$ cat config.mk
export PLATFORM = sky130hd
export DESIGN_NAME = guess_scorer
export DESIGN_NICKNAME = d
export VERILOG_FILES = /design/src/rtl/guess_scorer.sv
export SDC_FILE = /design/constraint.sdc
export NUM_CORES = 1
export LEC_CHECK = 0
export BUFFER_PORTS_ARGS = -buffer_cell sky130_fd_sc_hd__buf_2
export CAP_MARGIN = 20
export CORE_MARGIN = 1.5
export CORE_UTILIZATION = 33
export CTS_BUF_LIST = sky130_fd_sc_hd__clkbuf_8
export DETAILED_ROUTE_END_ITERATION = 16
export PLACE_DENSITY = 0.6
export SYNTH_ARGS = -nofsm -noshare
export SYNTH_HDL_FRONTEND = slang
export SYNTH_SLANG_ARGS = --single-unit
$ cat constraint.sdc
create_clock -name i_clk -period 7.5 [get_ports i_clk]
set_clock_uncertainty 0.05 [all_clocks]
set_input_delay 0.75 -clock i_clk [delete_from_list [all_inputs] [get_ports i_clk]]
set_output_delay 0.75 -clock i_clk [all_outputs]
set_load 0.03 [all_outputs]
$ cat src/rtl/guess_scorer.sv
// Sequential Mastermind hint engine: counts exact-position (green) and
// colour-only (yellow) matches using a single colour comparator per cycle.
module guess_scorer #(
  parameter int COLOR_W  = 5,
  parameter int POS_W    = 5,
  parameter int MAX_PINS = 20
) (
  input  logic                        i_clk,
  input  logic                        i_reset_n,
  input  logic                        i_start,
  input  logic [POS_W-1:0]            i_pins_count,
  input  logic [MAX_PINS*COLOR_W-1:0] i_guess,
  input  logic [MAX_PINS*COLOR_W-1:0] i_secret,
  output logic                        o_busy,
  output logic                        o_done,
  output logic [POS_W-1:0]            o_green,
  output logic [POS_W-1:0]            o_yellow
);

  localparam logic [1:0] S_IDLE   = 2'd0;
  localparam logic [1:0] S_GREEN  = 2'd1;
  localparam logic [1:0] S_YELLOW = 2'd2;
  localparam logic [1:0] S_DONE   = 2'd3;

  localparam int IDX_W = (MAX_PINS > 1) ? $clog2(MAX_PINS) : 1;
  localparam logic [POS_W-1:0] MAX_N = POS_W'(MAX_PINS);

  logic [1:0]         r_state;
  logic [COLOR_W-1:0] r_g [MAX_PINS];
  logic [COLOR_W-1:0] r_s [MAX_PINS];
  logic [POS_W-1:0]   r_n;
  logic [POS_W:0]     r_i;
  logic [POS_W:0]     r_j;
  logic [MAX_PINS-1:0] r_used_g;
  logic [MAX_PINS-1:0] r_used_s;
  logic [POS_W-1:0]   r_gc;
  logic [POS_W-1:0]   r_yc;
  logic [POS_W-1:0]   r_green;
  logic [POS_W-1:0]   r_yellow;

  logic [POS_W-1:0]   w_n_clamped;
  logic [POS_W:0]     w_n_ext;
  logic [POS_W:0]     w_i_inc;
  logic [POS_W:0]     w_j_inc;
  logic [IDX_W-1:0]   w_i_idx;
  logic [IDX_W-1:0]   w_j_idx;
  logic [COLOR_W-1:0] w_gi;
  logic [COLOR_W-1:0] w_si;
  logic [COLOR_W-1:0] w_sj;

  assign w_n_clamped = (i_pins_count > MAX_N) ? MAX_N : i_pins_count;
  assign w_n_ext     = {1'b0, r_n};
  assign w_i_inc     = r_i + 1'b1;
  assign w_j_inc     = r_j + 1'b1;
  assign w_i_idx     = r_i[IDX_W-1:0];
  assign w_j_idx     = r_j[IDX_W-1:0];
  assign w_gi        = r_g[w_i_idx];
  assign w_si        = r_s[w_i_idx];
  assign w_sj        = r_s[w_j_idx];

  // Held result is shown directly from the counters during the DONE cycle.
  assign o_busy   = (r_state != S_IDLE);
  assign o_done   = (r_state == S_DONE);
  assign o_green  = o_done ? r_gc : r_green;
  assign o_yellow = o_done ? r_yc : r_yellow;

  always_ff @(posedge i_clk or negedge i_reset_n) begin
    if (!i_reset_n) begin
      r_state  <= S_IDLE;
      for (int k = 0; k < MAX_PINS; k++) begin
        r_g[k] <= '0;
        r_s[k] <= '0;
      end
      r_n      <= '0;
      r_i      <= '0;
      r_j      <= '0;
      r_used_g <= '0;
      r_used_s <= '0;
      r_gc     <= '0;
      r_yc     <= '0;
      r_green  <= '0;
      r_yellow <= '0;
    end else begin
      case (r_state)
        S_IDLE: begin
          if (i_start) begin
            for (int k = 0; k < MAX_PINS; k++) begin
              r_g[k] <= i_guess[k*COLOR_W +: COLOR_W];
              r_s[k] <= i_secret[k*COLOR_W +: COLOR_W];
            end
            r_n      <= w_n_clamped;
            r_i      <= '0;
            r_j      <= '0;
            r_used_g <= '0;
            r_used_s <= '0;
            r_gc     <= '0;
            r_yc     <= '0;
            r_state  <= (w_n_clamped == '0) ? S_DONE : S_GREEN;
          end
        end

        S_GREEN: begin
          if (w_gi == w_si) begin
            r_gc              <= r_gc + 1'b1;
            r_used_g[w_i_idx] <= 1'b1;
            r_used_s[w_i_idx] <= 1'b1;
          end
          if (w_i_inc == w_n_ext) begin
            r_i     <= '0;
            r_j     <= '0;
            r_state <= S_YELLOW;
          end else begin
            r_i <= w_i_inc;
          end
        end

        // Scan secret from index 0 so the lowest free matching pin is consumed.
        S_YELLOW: begin
          if (r_used_g[w_i_idx] || (r_j == w_n_ext)) begin
            r_i <= w_i_inc;
            r_j <= '0;
            if (w_i_inc == w_n_ext) r_state <= S_DONE;
          end else if (!r_used_s[w_j_idx] && (w_gi == w_sj)) begin
            r_yc              <= r_yc + 1'b1;
            r_used_s[w_j_idx] <= 1'b1;
            r_i               <= w_i_inc;
            r_j               <= '0;
            if (w_i_inc == w_n_ext) r_state <= S_DONE;
          end else begin
            r_j <= w_j_inc;
          end
        end

        S_DONE: begin
          r_green  <= r_gc;
          r_yellow <= r_yc;
          r_state  <= S_IDLE;
        end

        default: r_state <= S_IDLE;
      endcase
    end
  end

endmodule

==> impl_metrics.env <==
export IMPL_hold_viol_final=0
export IMPL_synthesis_area_um2=14720
export IMPL_worst_slew_pin_slew_ps=1088
export IMPL_clkLatencyLatePin_ps=630
export IMPL_status="complete, no violations"
export IMPL_placedInstanceArea_um2=16290
export IMPL_die_area_um2=45890
export IMPL_grt_usage=0.1816
export IMPL_rr_worst_depth=10
export IMPL_power_mw=6.712
export IMPL_yosys_warnings=0
export IMPL_maxCapViolCount=0
export IMPL_ys_flop_type="dfrtp_1"
export IMPL_grt_overflow_total=0
export IMPL_wl_mm=42.10
export IMPL_fin_ws_ps=2377
export IMPL_fin_crit_sh=0.6830
export IMPL_clkTransAtPathRegs_ps=60
export IMPL_areaGrowthSynthToFinish_pct=17.71
export IMPL_cp_end_kind="flop"
export IMPL_reg2reg_slack_ps=2380
export IMPL_post_place_ws_ps=2455
export IMPL_internal_power_mw=4.252
export IMPL_firstDrtPassIters=5
export IMPL_cp_start_kind="flop"
export IMPL_finalNonFillerCells=2035
export IMPL_p_clk_frac=0.217
export IMPL_syn_nets=1431
export IMPL_synth_most_common_cell="dfrtp_1"
export IMPL_layout_drive_gt1_share=0.4114
export IMPL_place_congestion=0.8833
export IMPL_root_buffer="clkbuf_8"
export IMPL_numCtsBuffers=49
export IMPL_grt_pass1_wl_mm=64.97
export IMPL_ir_drop_mv=0.1704
export IMPL_vias_per_cell=5.293
export IMPL_r2r_start="r_i[0]$_DFFE_PN0P_"
export IMPL_synth_area_leader_cell="dfrtp_1"
export IMPL_postCtsHoldBufs=0
export IMPL_antenna_found_initial=6
export IMPL_synth_edff_count=0
export IMPL_netSwitchingFraction=0.3665
export IMPL_numPortBuffers=219
export IMPL_p_leak_nw=7.323
export IMPL_worstPathArrival_ps=5550
export IMPL_utilization=0.3927
export IMPL_grt_max_degree=150
export IMPL_power_density_nw_per_um2=387.3
export IMPL_crit_start="r_i[0]$_DFFE_PN0P_"
export IMPL_synth_seq_cells=279
export IMPL_synthArstFlopShare=1.000
export IMPL_timing_final_setup_violations=0
export IMPL_power_switching_mw=2.460
export IMPL_crit_end="r_used_s[6]$_DFFE_PN0P_"
export IMPL_setup_tns_ps=0
export IMPL_crit_fanout=41
export IMPL_core_area_um2=44120
export IMPL_numClockSinks=279
export IMPL_rr_endpoint="r_used_s[6]$_DFFE_PN0P_"
export IMPL_dp_hpwl_mm=30.39
export IMPL_synth_cells=1208
export IMPL_yosys_top_cells_count="dfrtp_1 (279), mux2_2 (220), mux2i_1 (71), nand2_1 (56), nor2_1 (55)"
export IMPL_slew_headroom=0.2745
export IMPL_layout_nets=1626
export IMPL_combPwrFrac=0.390
export IMPL_drt_initial_drc_count=658
export IMPL_fmax_ghz=0.1952
export IMPL_die_x_um=214.2
export IMPL_yosysUniqueCellTypes=68
export IMPL_path_class="flop to flop"
export IMPL_syn_avg_cell_area_um2=12.19
export IMPL_ioPinCount=220
export IMPL_dieHeight_um=214.2
export IMPL_holdWs_ps=166.2
export IMPL_rsz0062_at_grt="no"
export IMPL_cts_resized_gates=0
export IMPL_slew_violations=0
export IMPL_cts_path_max_buffers=3
export IMPL_yosys_area_top_type_share=0.4742
export IMPL_hp_class="input pin to async pin"
export IMPL_ctsHtreeMaxLevel=2
export IMPL_synthTopCellsByArea="dfrtp_1 (47%), mux2_2 (17%), mux4_2 (7.6%)"
export IMPL_dp_cells=1943
export IMPL_synth_seq_area_share=0.4742
export IMPL_cts_tree="yes"
export IMPL_cts_setup_buffers=0
export IMPL_drc=0
export IMPL_grt_pass1_vias=10930
export IMPL_fin_area_um2=17330
export IMPL_start_util=0.3336
export IMPL_wl_per_cell_um=20.69
export IMPL_placementRows=77
export IMPL_vias=10770
export IMPL_seqPwrFrac=0.393
export IMPL_crit_required_ps=7930
export IMPL_ant_nets=0
export IMPL_finalCriticalPeriod_ps=5123
-- placed cells by master, fill, tap and decap left out, types with 4 or more instances in the layout --
master,instances
buf_2,218
nand4_1,15
dfrtp_1,276
clkinv_2,5
xnor2_1,13
a32o_1,20
mux2i_1,71
nand2_1,55
o21ai_0,33
nand2b_1,8
nor2b_1,12
o211ai_1,4
diode_2,4
mux4_2,50
and2_1,7
nor2_1,55
nor3b_1,6
a211oi_1,9
mux2_2,220
a31oi_1,4
o22ai_1,9
inv_1,45
clkbuf_8,65
ha_1,15
nor3_1,39
nor4_1,7
buf_4,11
a21oi_1,34
a22oi_1,14
nand3_1,47
-- power by group through the flow --
stage	clock network, mW	registers [mW]	logic (mW)
2_1_floorplan	0	2.39	2.07
3_3_place_gp	0	2.64	2.56
3_5_place_dp	0	2.66	2.62
4_1_cts	1.50	2.63	2.63
5_1_grt	1.56	2.71	2.84
6_report	1.46	2.64	2.62
-- cells by family (layout without fill, tap and decap cells) --
| kind of cell | count (synthesis) | after routing | share of synthesized area |
|---|---|---|---|
| flops | 279 | 279 | 0.4742 |
| compound gates | 164 | 164 | 0.07955 |
| other cells | 0 | 4 | 0 |
| xor+xnor | 17 | 17 | 0.01062 |
| fa+ha+maj | 15 | 15 | 0.01275 |
| simple gates | 271 | 271 | 0.09307 |
| mux | 341 | 341 | 0.2930 |
| buf+inv | 121 | 352 | 0.03672 |
-- layer usage --
layer | part of all wire | GRT usage | wire length [um] | up-vias
met2 | 0.47 | 0.2892 | 19780 | 347
met1 | 0.44 | 0.2449 | 18700 | 5452
met3 | 0.058 | 0.03844 | 2452 | 74
met4 | 0.027 | 0.06338 | 1137 | 6
li1 | - | - | - | 4892
met5 | 0.00093 | 0 | 39 | -
-- how the worst min path moves through the flow --
stage / startpoint / to / slack [ps] / depth (start not counted)
after floorplan: i_reset_n / r_g[0]$_DFFE_PN0P_ / 400 / 0
after global placement: r_used_g[6]$_DFFE_PN0P_ / r_used_g[6]$_DFFE_PN0P_ / 420 / 1
after detailed placement: r_used_g[17]$_DFFE_PN0P_ / r_used_g[17]$_DFFE_PN0P_ / 420 / 1
after CTS: i_reset_n / r_used_s[0]$_DFFE_PN0P_ / 200 / 1
after global routing: i_reset_n / r_yellow[1]$_DFF_PN0_ / 250 / 1
final: i_reset_n / r_n[2]$_DFFE_PN0P_ / 170 / 1
-- final cells by class --
class / instances / area, um^2
fill: 4346 / 26800
multi-input combinational: 808 / 7207
sequential: 279 / 6988
timing repair buffer: 233 / 1241
clock buffer: 65 / 894.6
tap: 592 / 740.7
clock inverter: 22 / 127.6
inverter: 32 / 120.1
antenna: 4 / 10.01
-- worst max-delay path, stage by stage (launching register included) --
cell and delay, ps:
dfrtp_4 940, buf_4 490, mux4_2 550, and2_1 180, a211oi_2 280, nand2_1 160
xnor2_1 230, nand4_1 680, nor2_2 630, o211a_1 630, nor3_1 130
-- flip-flops by register name, summed over array words and instances (netlist names) --
register	flops
r_g	100
r_s	100
r_used_g	20
r_used_s	20
r_i	6
r_j	6
r_gc	5
r_green	5
r_n	5
r_yc	5
r_yellow	5
r_state	2
No activity file was read; power rests on OpenSTA's default activity.
